**src/rtl/computer_player_pkg.sv**
```systemverilog
// Shared types and constants for the computer player: FSM state encoding,
// LFSR width, default timing parameters and the LFSR step function.
package computer_player_pkg;

  typedef enum logic [1:0] {
    IDLE     = 2'd0,
    PRESS    = 2'd1,
    COOLDOWN = 2'd2
  } state_t;

  localparam int LFSR_W             = 10;
  localparam int HOLD_DEFAULT       = 4;
  localparam int COOLDOWN_DEFAULT   = 4;
  localparam int SAMPLE_DIV_DEFAULT = 1;

  // XNOR feedback keeps the all-zero state legal, so reset to 0 works;
  // the all-ones word is the lock-up state and can never be reached.
  function automatic logic [LFSR_W-1:0] lfsr_next(input logic [LFSR_W-1:0] v);
    return {v[LFSR_W-2:0], ~(v[9] ^ v[6])};
  endfunction

endpackage

```
**src/rtl/computer_player_lfsr10.sv**
```systemverilog
// Free-running 10-bit XNOR LFSR used as the press decision source.
// It advances every clock regardless of enable.
module lfsr10
  import computer_player_pkg::*;
(
  input  logic              clk,
  input  logic              Reset,
  output logic [LFSR_W-1:0] q
);

  // Shift register; restarts at 0 on reset, giving 0,1,3,7,... afterwards
  always_ff @(posedge clk or posedge Reset) begin
    if (Reset) q <= '0;
    else       q <= lfsr_next(q);
  end

endmodule

```
**src/rtl/computer_player.sv**
```systemverilog
// Computer player: periodically compares the difficulty switches against a
// pseudo-random value and, when the compare wins, holds the key down for
// HOLD_CYCLES and then keeps it released for COOLDOWN_CYCLES.
// Optional build macro PRESS_COUNT_EN adds a saturating press_count output.
//
// state    | meaning
// ---------+----------------------------------------------------------
// IDLE     | waiting for a tick where {0,difficulty} > lfsr
// PRESS    | press held high, cnt counts down remaining hold cycles
// COOLDOWN | press forced low, cnt counts down remaining cooldown cycles
module computer_player
  import computer_player_pkg::*;
#(
  parameter int HOLD_CYCLES     = HOLD_DEFAULT,
  parameter int COOLDOWN_CYCLES = COOLDOWN_DEFAULT,
  parameter int SAMPLE_DIV      = SAMPLE_DIV_DEFAULT
) (
  input  logic       clk,
  input  logic       Reset,
  input  logic       enable,
  input  logic [8:0] difficulty,
  output logic       press,
  output logic       busy
`ifdef PRESS_COUNT_EN
  ,
  output logic [7:0] press_count
`endif
);

  localparam logic [7:0]  HOLD_LOAD = 8'(HOLD_CYCLES - 1);
  localparam logic [7:0]  COOL_LOAD = 8'(COOLDOWN_CYCLES - 1);
  localparam logic [15:0] TICK_LAST = 16'(SAMPLE_DIV - 1);

  logic [LFSR_W-1:0] lfsr;
  logic [15:0]       tick_cnt;
  logic              tick;
  state_t            state, state_n;
  logic [7:0]        cnt, cnt_n;
  logic              start;

  lfsr10 u_lfsr (
    .clk   (clk),
    .Reset (Reset),
    .q     (lfsr)
  );

  assign tick = enable && (tick_cnt == TICK_LAST);

  // Decision tick divider; only advances while the game is running
  always_ff @(posedge clk or posedge Reset) begin
    if (Reset)        tick_cnt <= '0;
    else if (!enable) tick_cnt <= '0;
    else if (tick)    tick_cnt <= '0;
    else              tick_cnt <= tick_cnt + 16'd1;
  end

  // State, hold/cooldown counter and registered key level
  always_ff @(posedge clk or posedge Reset) begin
    if (Reset) begin
      state <= IDLE;
      cnt   <= '0;
      press <= 1'b0;
    end else begin
      state <= state_n;
      cnt   <= cnt_n;
      press <= (state_n == PRESS);
    end
  end

  // Next-state logic; dropping enable aborts from any state
  always_comb begin
    state_n = state;
    cnt_n   = cnt;
    start   = 1'b0;
    if (!enable) begin
      state_n = IDLE;
      cnt_n   = '0;
    end else begin
      unique case (state)
        IDLE: begin
          if (tick && ({1'b0, difficulty} > lfsr)) begin
            state_n = PRESS;
            cnt_n   = HOLD_LOAD;
            start   = 1'b1;
          end
        end
        PRESS: begin
          if (cnt == 8'd0) begin
            state_n = COOLDOWN;
            cnt_n   = COOL_LOAD;
          end else begin
            cnt_n = cnt - 8'd1;
          end
        end
        COOLDOWN: begin
          if (cnt == 8'd0) state_n = IDLE;
          else             cnt_n   = cnt - 8'd1;
        end
        default: begin
          state_n = IDLE;
          cnt_n   = '0;
        end
      endcase
    end
  end

  assign busy = (state != IDLE);

`ifdef PRESS_COUNT_EN
  logic [7:0] press_cnt_q;

  // Counts IDLE->PRESS transitions, sticking at 255
  always_ff @(posedge clk or posedge Reset) begin
    if (Reset)                           press_cnt_q <= '0;
    else if (start && press_cnt_q != 8'hFF) press_cnt_q <= press_cnt_q + 8'd1;
  end

  assign press_count = press_cnt_q;
`else
  logic unused_start;
  assign unused_start = start;
`endif

endmodule

```
**config.mk**
```make
export PLATFORM = sky130hd
export DESIGN_NAME = computer_player
export DESIGN_NICKNAME = d
export VERILOG_FILES = /design/src/rtl/computer_player_pkg.sv /design/src/rtl/computer_player_lfsr10.sv /design/src/rtl/computer_player.sv
export SDC_FILE = /design/constraint.sdc
export NUM_CORES = 1
export LEC_CHECK = 0
export BUFFER_PORTS_ARGS = -buffer_cell sky130_fd_sc_hd__clkbuf_2
export CAP_MARGIN = 10
export CORE_MARGIN = 5
export CORE_UTILIZATION = 55
export DETAILED_ROUTE_END_ITERATION = 10
export PLACE_DENSITY = 0.79
export RECOVER_POWER = 25
export SLEW_MARGIN = 20
export SYNTH_ARGS = -nofsm -noshare
export SYNTH_HDL_FRONTEND = slang
export SYNTH_HIERARCHICAL = 1
export SYNTH_SLANG_ARGS = --single-unit
```
**constraint.sdc**
```tcl
create_clock -name clk -period 2.2 [get_ports clk]
set_input_delay 0.44 -clock clk [delete_from_list [all_inputs] [get_ports clk]]
set_output_delay 0.44 -clock clk [all_outputs]
set_load 0.005 [all_outputs]
```
After elaboration in Yosys (flattened, before gate mapping) --
Index checks and enable logic that the tools add are counted.
Word-level totals: register bits after elaboration 37, output and inout bits 2, bits of input ports 12, word-level logic and storage cells 34
Cells by class: bitwise gates (word level) 2, muxes and demuxes 12, eq/ne operators 5, add/subtract/negate cells 2, reductions and logical operators 7, order comparisons 1
Operators with widths (number):
- $mux W16 | 2
- $mux W8 | 4
- $pmux W8 S3 | 1
- $add A16 B1 Y16 const B | 1
- $logic_not A16 Y1 | 1
- $gt A9 B10 Y1 | 1
- $logic_not A8 Y1 | 1
- $mux W2 | 4
- $sub A8 B1 Y8 const B | 1
- $ne A3 B3 Y1 const B | 2
- $pmux W2 S3 | 1
- $eq A2 B1 Y1 const B | 2
- $eq A2 B2 Y1 const B | 1
- $logic_and A1 B1 Y1 | 2
- $logic_not A2 Y1 | 1
- $reduce_and A2 Y1 | 1
- $reduce_bool A2 Y1 | 1
- $not A1 Y1 | 1
- $xor A1 B1 Y1 | 1

Longest topological paths before layout --
word-level depth 7, gate-level depth with buffers 8, gate-level depth less buffers 7

By module --
The synthesis kept the hierarchy.
By module, submodules not included:
- computer_player | seq. area each 675.6 um^2, cells an instance 191, times used 1, area an instance 1771.7 um^2
- lfsr10 | seq. area each 250.2 um^2, cells an instance 12, times used 1, area an instance 262.8 um^2

Worst setup path before layout --
Ideal clock, no wire load.
path type input to register, from input port difficulty[4], to register cnt[4], path buffers 0, path slack 0.390 ns, data arrival time 1.682 ns, setup time 0.128 ns, required time 2.072 ns, cell stages on the path 6, path through ha_1 -> and4_2 -> and2b_2 -> a31oi_2 -> o211a_1 -> o22ai_1
On the way: longest elaborated chain between the ends 4
RTL lines:
- from (decl) | RTL line computer_player.sv:21 | input logic [8:0] difficulty,
- $gt A9 B10 Y1 | RTL line computer_player.sv:81 | if (tick && ({1'b0, difficulty} > lfsr)) begin
- $logic_and A1 B1 Y1 | RTL line computer_player.sv:81
- $ne A3 B3 Y1 (no line)
- $reduce_and A2 Y1 (no line)
- to (signal assigned) | RTL line computer_player.sv:65 | cnt <= cnt_n;
- to (decl) | RTL line computer_player.sv:38 | logic [7:0] cnt, cnt_n;
Every way passes these cells. A chain may end at the register's enable or synchronous reset.

Worst setup path in the final report --
from register u_lfsr.q[3], to register cnt[5]
On the way: longest elaborated chain between the ends 4
RTL lines:
- from (decl) | RTL line computer_player_lfsr10.sv:8 | output logic [LFSR_W-1:0] q
- from (signal assigned) | RTL line computer_player_lfsr10.sv:14 | else q <= lfsr_next(q);
- $gt A9 B10 Y1 | RTL line computer_player.sv:81
- $logic_and A1 B1 Y1 | RTL line computer_player.sv:81
- $ne A3 B3 Y1 (no line)
- $reduce_and A2 Y1 (no line)
Every way passes these cells.

==> results.tsv <==
metric	value	unit
Sw Share	23.4	%
first-pass GRT wire length	6.89	mm
Synth cell types	50	
setup tns final	0	ps
P_int	1.22	mW
Reg2Reg Capture Point	cnt[5]	
post-synthesis net count	228	
Slew @ Worst Pin	1490	ps
DIE AREA	5020	µm²
Max Root-Sink Buffers	2	
cell taking the most area after synthesis	dfrtp_1	
H-tree depth	2	
critical path arrival	2040	ps
status	complete, no violations	
vias in the first global route	1570	
worst vdd ir	0.488	mV
PwrDens	700	nW/µm²
number of enable flip-flop cells after synthesis	0	
Post-route DRC	0	
CP Capture Point	cnt[5]	
post-layout net count	246	
initial drt markers	59	
CP max FO	5	
Seq/Total Area, Yosys	45.5	%
fin crit share	84.9	%
RSZ-0062 raised after global routing	false	
hpwl dp	2.72	mm
DR pass1 iterations	4	
drt total wl	3.77	mm
post-synthesis cell count	203	
Cell Area, Synth	2030	µm²
synth warn	6	
Placer Congestion	0.863	
Vias per Instance	5.46	
Static Leak	1.10	nW
Util after Layout	62.5	%
Crit. Startpoint	u_lfsr/q[3]	
core box area	3630	µm²
Final Max Tran Viols	0	
final setup violation count	0	
antenna violations before repair	0	
Root Buffer	clkbuf_8	
PortBufs	13	
critical path startpoint category	flip-flop	
area of the multi-input gates	1020	µm²
Skew-Pair Late Insertion Delay	290	ps
final hold violations	0	
Post-CTS Setup Inserts	0	
Tmin final	1870	ps
Comb pwr share	11.8	%
Post-synth ARST share	100	%
# IOs	14	
sequential cell area	926	µm²
sw power	0.372	mW
ANT cells	0	
Avg Cell Area, Syn	10.0	µm²
grt ovf	0	
Worst R2R Path Depth	7	
Die Height	70.8	µm
synth-to-layout area growth	11.7	%
Num CTS Buffers	5	
GRT Total Usage	17.0	%
Primary FF master, synth	dfrtp_1	
Clock Pin Slew Worst Setup and Hold Paths	80	ps
Seq cells post-synth	37	
PostCTS Resize Cnt	0	
CTS tree	done	
f_max	0.536	GHz
initial core utilization	56.0	%
WL per Instance	14.0	µm
area share of the largest cell type after synthesis	45.5	%
fill cell count	316	
R2R Setup Slk	330	ps
pin count of the biggest net entering global routing	28	
Power Total	1.59	mW
top cells by area, synth	dfrtp_1 (46%), ha_1 (8.0%), xor2_1 (4.3%)	
Rel. slew slack	0.969	%
Sink Count	37	
max cap viols	0	
Hold Buf Count CTS	0	
worst min path class	primary input to asynchronous set/reset pin	
clock skew	5.85	ps
worst reg2reg path startpoint	u_lfsr/q[3]	
via count	1475	
critical path type	flip-flop to flip-flop	
die width	70.8	µm
antenna viol nets, final	0	
Clock Power Share	43.5	%
critical path endpoint category	flip-flop	
Flop pwr share	44.7	%
Site Rows	22	
CP required	2370	ps
share of cells above drive strength 1	15.3	%
==> power groups by stage <==
stage / registers, mW / logic, mW / clock network [mW]
after floorplan: 0.717 / 0.152 / 0
after global placement: 0.722 / 0.188 / 0
after detailed placement: 0.722 / 0.191 / 0
after CTS: 0.709 / 0.192 / 0.703
after global routing: 0.712 / 0.218 / 0.739
final: 0.710 / 0.188 / 0.692
==> Yosys cell counts (3+ instances only) <==
master / number
xor2_1: 10
and2_1: 3
nand3_1: 12
o22ai_1: 5
xnor2_1: 6
o21ai_0: 4
a21oi_1: 8
nand2_1: 17
and3_1: 5
inv_1: 16
nand4_1: 3
dfrtp_1: 37
nor2_1: 20
ha_1: 13
nor3_1: 5
==> cell families after synthesis <==
group	after synthesis	synth area share [%]
multiplexers	3	1.54
XOR/XNOR	16	6.89
AND/OR/NAND/NOR	84	23.6
buffers and inverters	20	4.30
adder cells (fa/ha/maj)	13	8.00
flip-flops	37	45.5
AO/OA/AOI/OAI	30	10.1
==> layer usage <==
metal | routed length (µm) | GRT usage, % | vias to the layer above
li1 | - | - | 740
met1 | 1760 | 20.7 | 708
met2 | 1810 | 29.2 | 21
met3 | 146 | 4.40 | 6
met4 | 47 | 6.05 | 0
met5 | 0 | 0 | -
==> layout make-up <==
cell class / count / area share, %
clock buffer: 5 / 3.03
clock inverter: 3 / 2.86
inverter: 17 / 2.81
multi-input combinational: 146 / 44.9
sequential: 37 / 40.7
tap: 48 / 2.64
timing repair buffer: 14 / 2.97
==> sequential cells by signal (all words and copies together), names as in the netlist <==
name      flops
cnt           8
press         1
state         2
u_lfsr/q     10
tick_cnt     16
==> cells in the final DEF (no fill, tap or decap), types with 3 or more instances in the layout <==
cell,n
dfrtp_1,37
inv_1,16
nor2_1,20
nand3_1,12
xor2_1,10
clkbuf_2,12
nor3_1,5
o21ai_0,4
nand2_1,17
and2_1,3
xnor2_1,6
ha_1,13
nand4_1,3
a21oi_1,8
clkbuf_8,5
o22ai_1,5
and3_1,5
==> worst max-delay path, stage by stage, from the launching register on <==
cell and delay (ps):
dfrtp_1 360, inv_1 60, ha_1 280, and4_2 230
and2b_2 190, a31oi_2 240, o211a_1 270, o22ai_1 110
==> metrics by stage <==
step | hold slack, ps | cell area (µm²) | worst slack, ps | instances
2_1_floorplan | 280 | 2030 | 390 | 203
3_5_place_dp | 363 | 2140 | 201 | 262
6_report | 97.5 | 2270 | 333 | 270
4_1_cts | 110 | 2280 | 333 | 270
5_1_grt | 141 | 2270 | 255 | 270
3_3_place_gp | 361 | 2140 | 229 | 262
==> worst min path at each step <==
stage / cells after the start / start / slack, ps / to
floorplan: 1 / Reset / 280 / u_lfsr/q[0]
global placement: 0 / u_lfsr/q[7] / 360 / u_lfsr/q[8]
detailed placement: 0 / u_lfsr/q[8] / 360 / u_lfsr/q[9]
CTS: 2 / Reset / 110 / u_lfsr/q[9]
global route: 2 / Reset / 140 / u_lfsr/q[9]
finish: 2 / Reset / 100 / u_lfsr/q[9]
No activity file was read; power rests on OpenSTA's default activity.
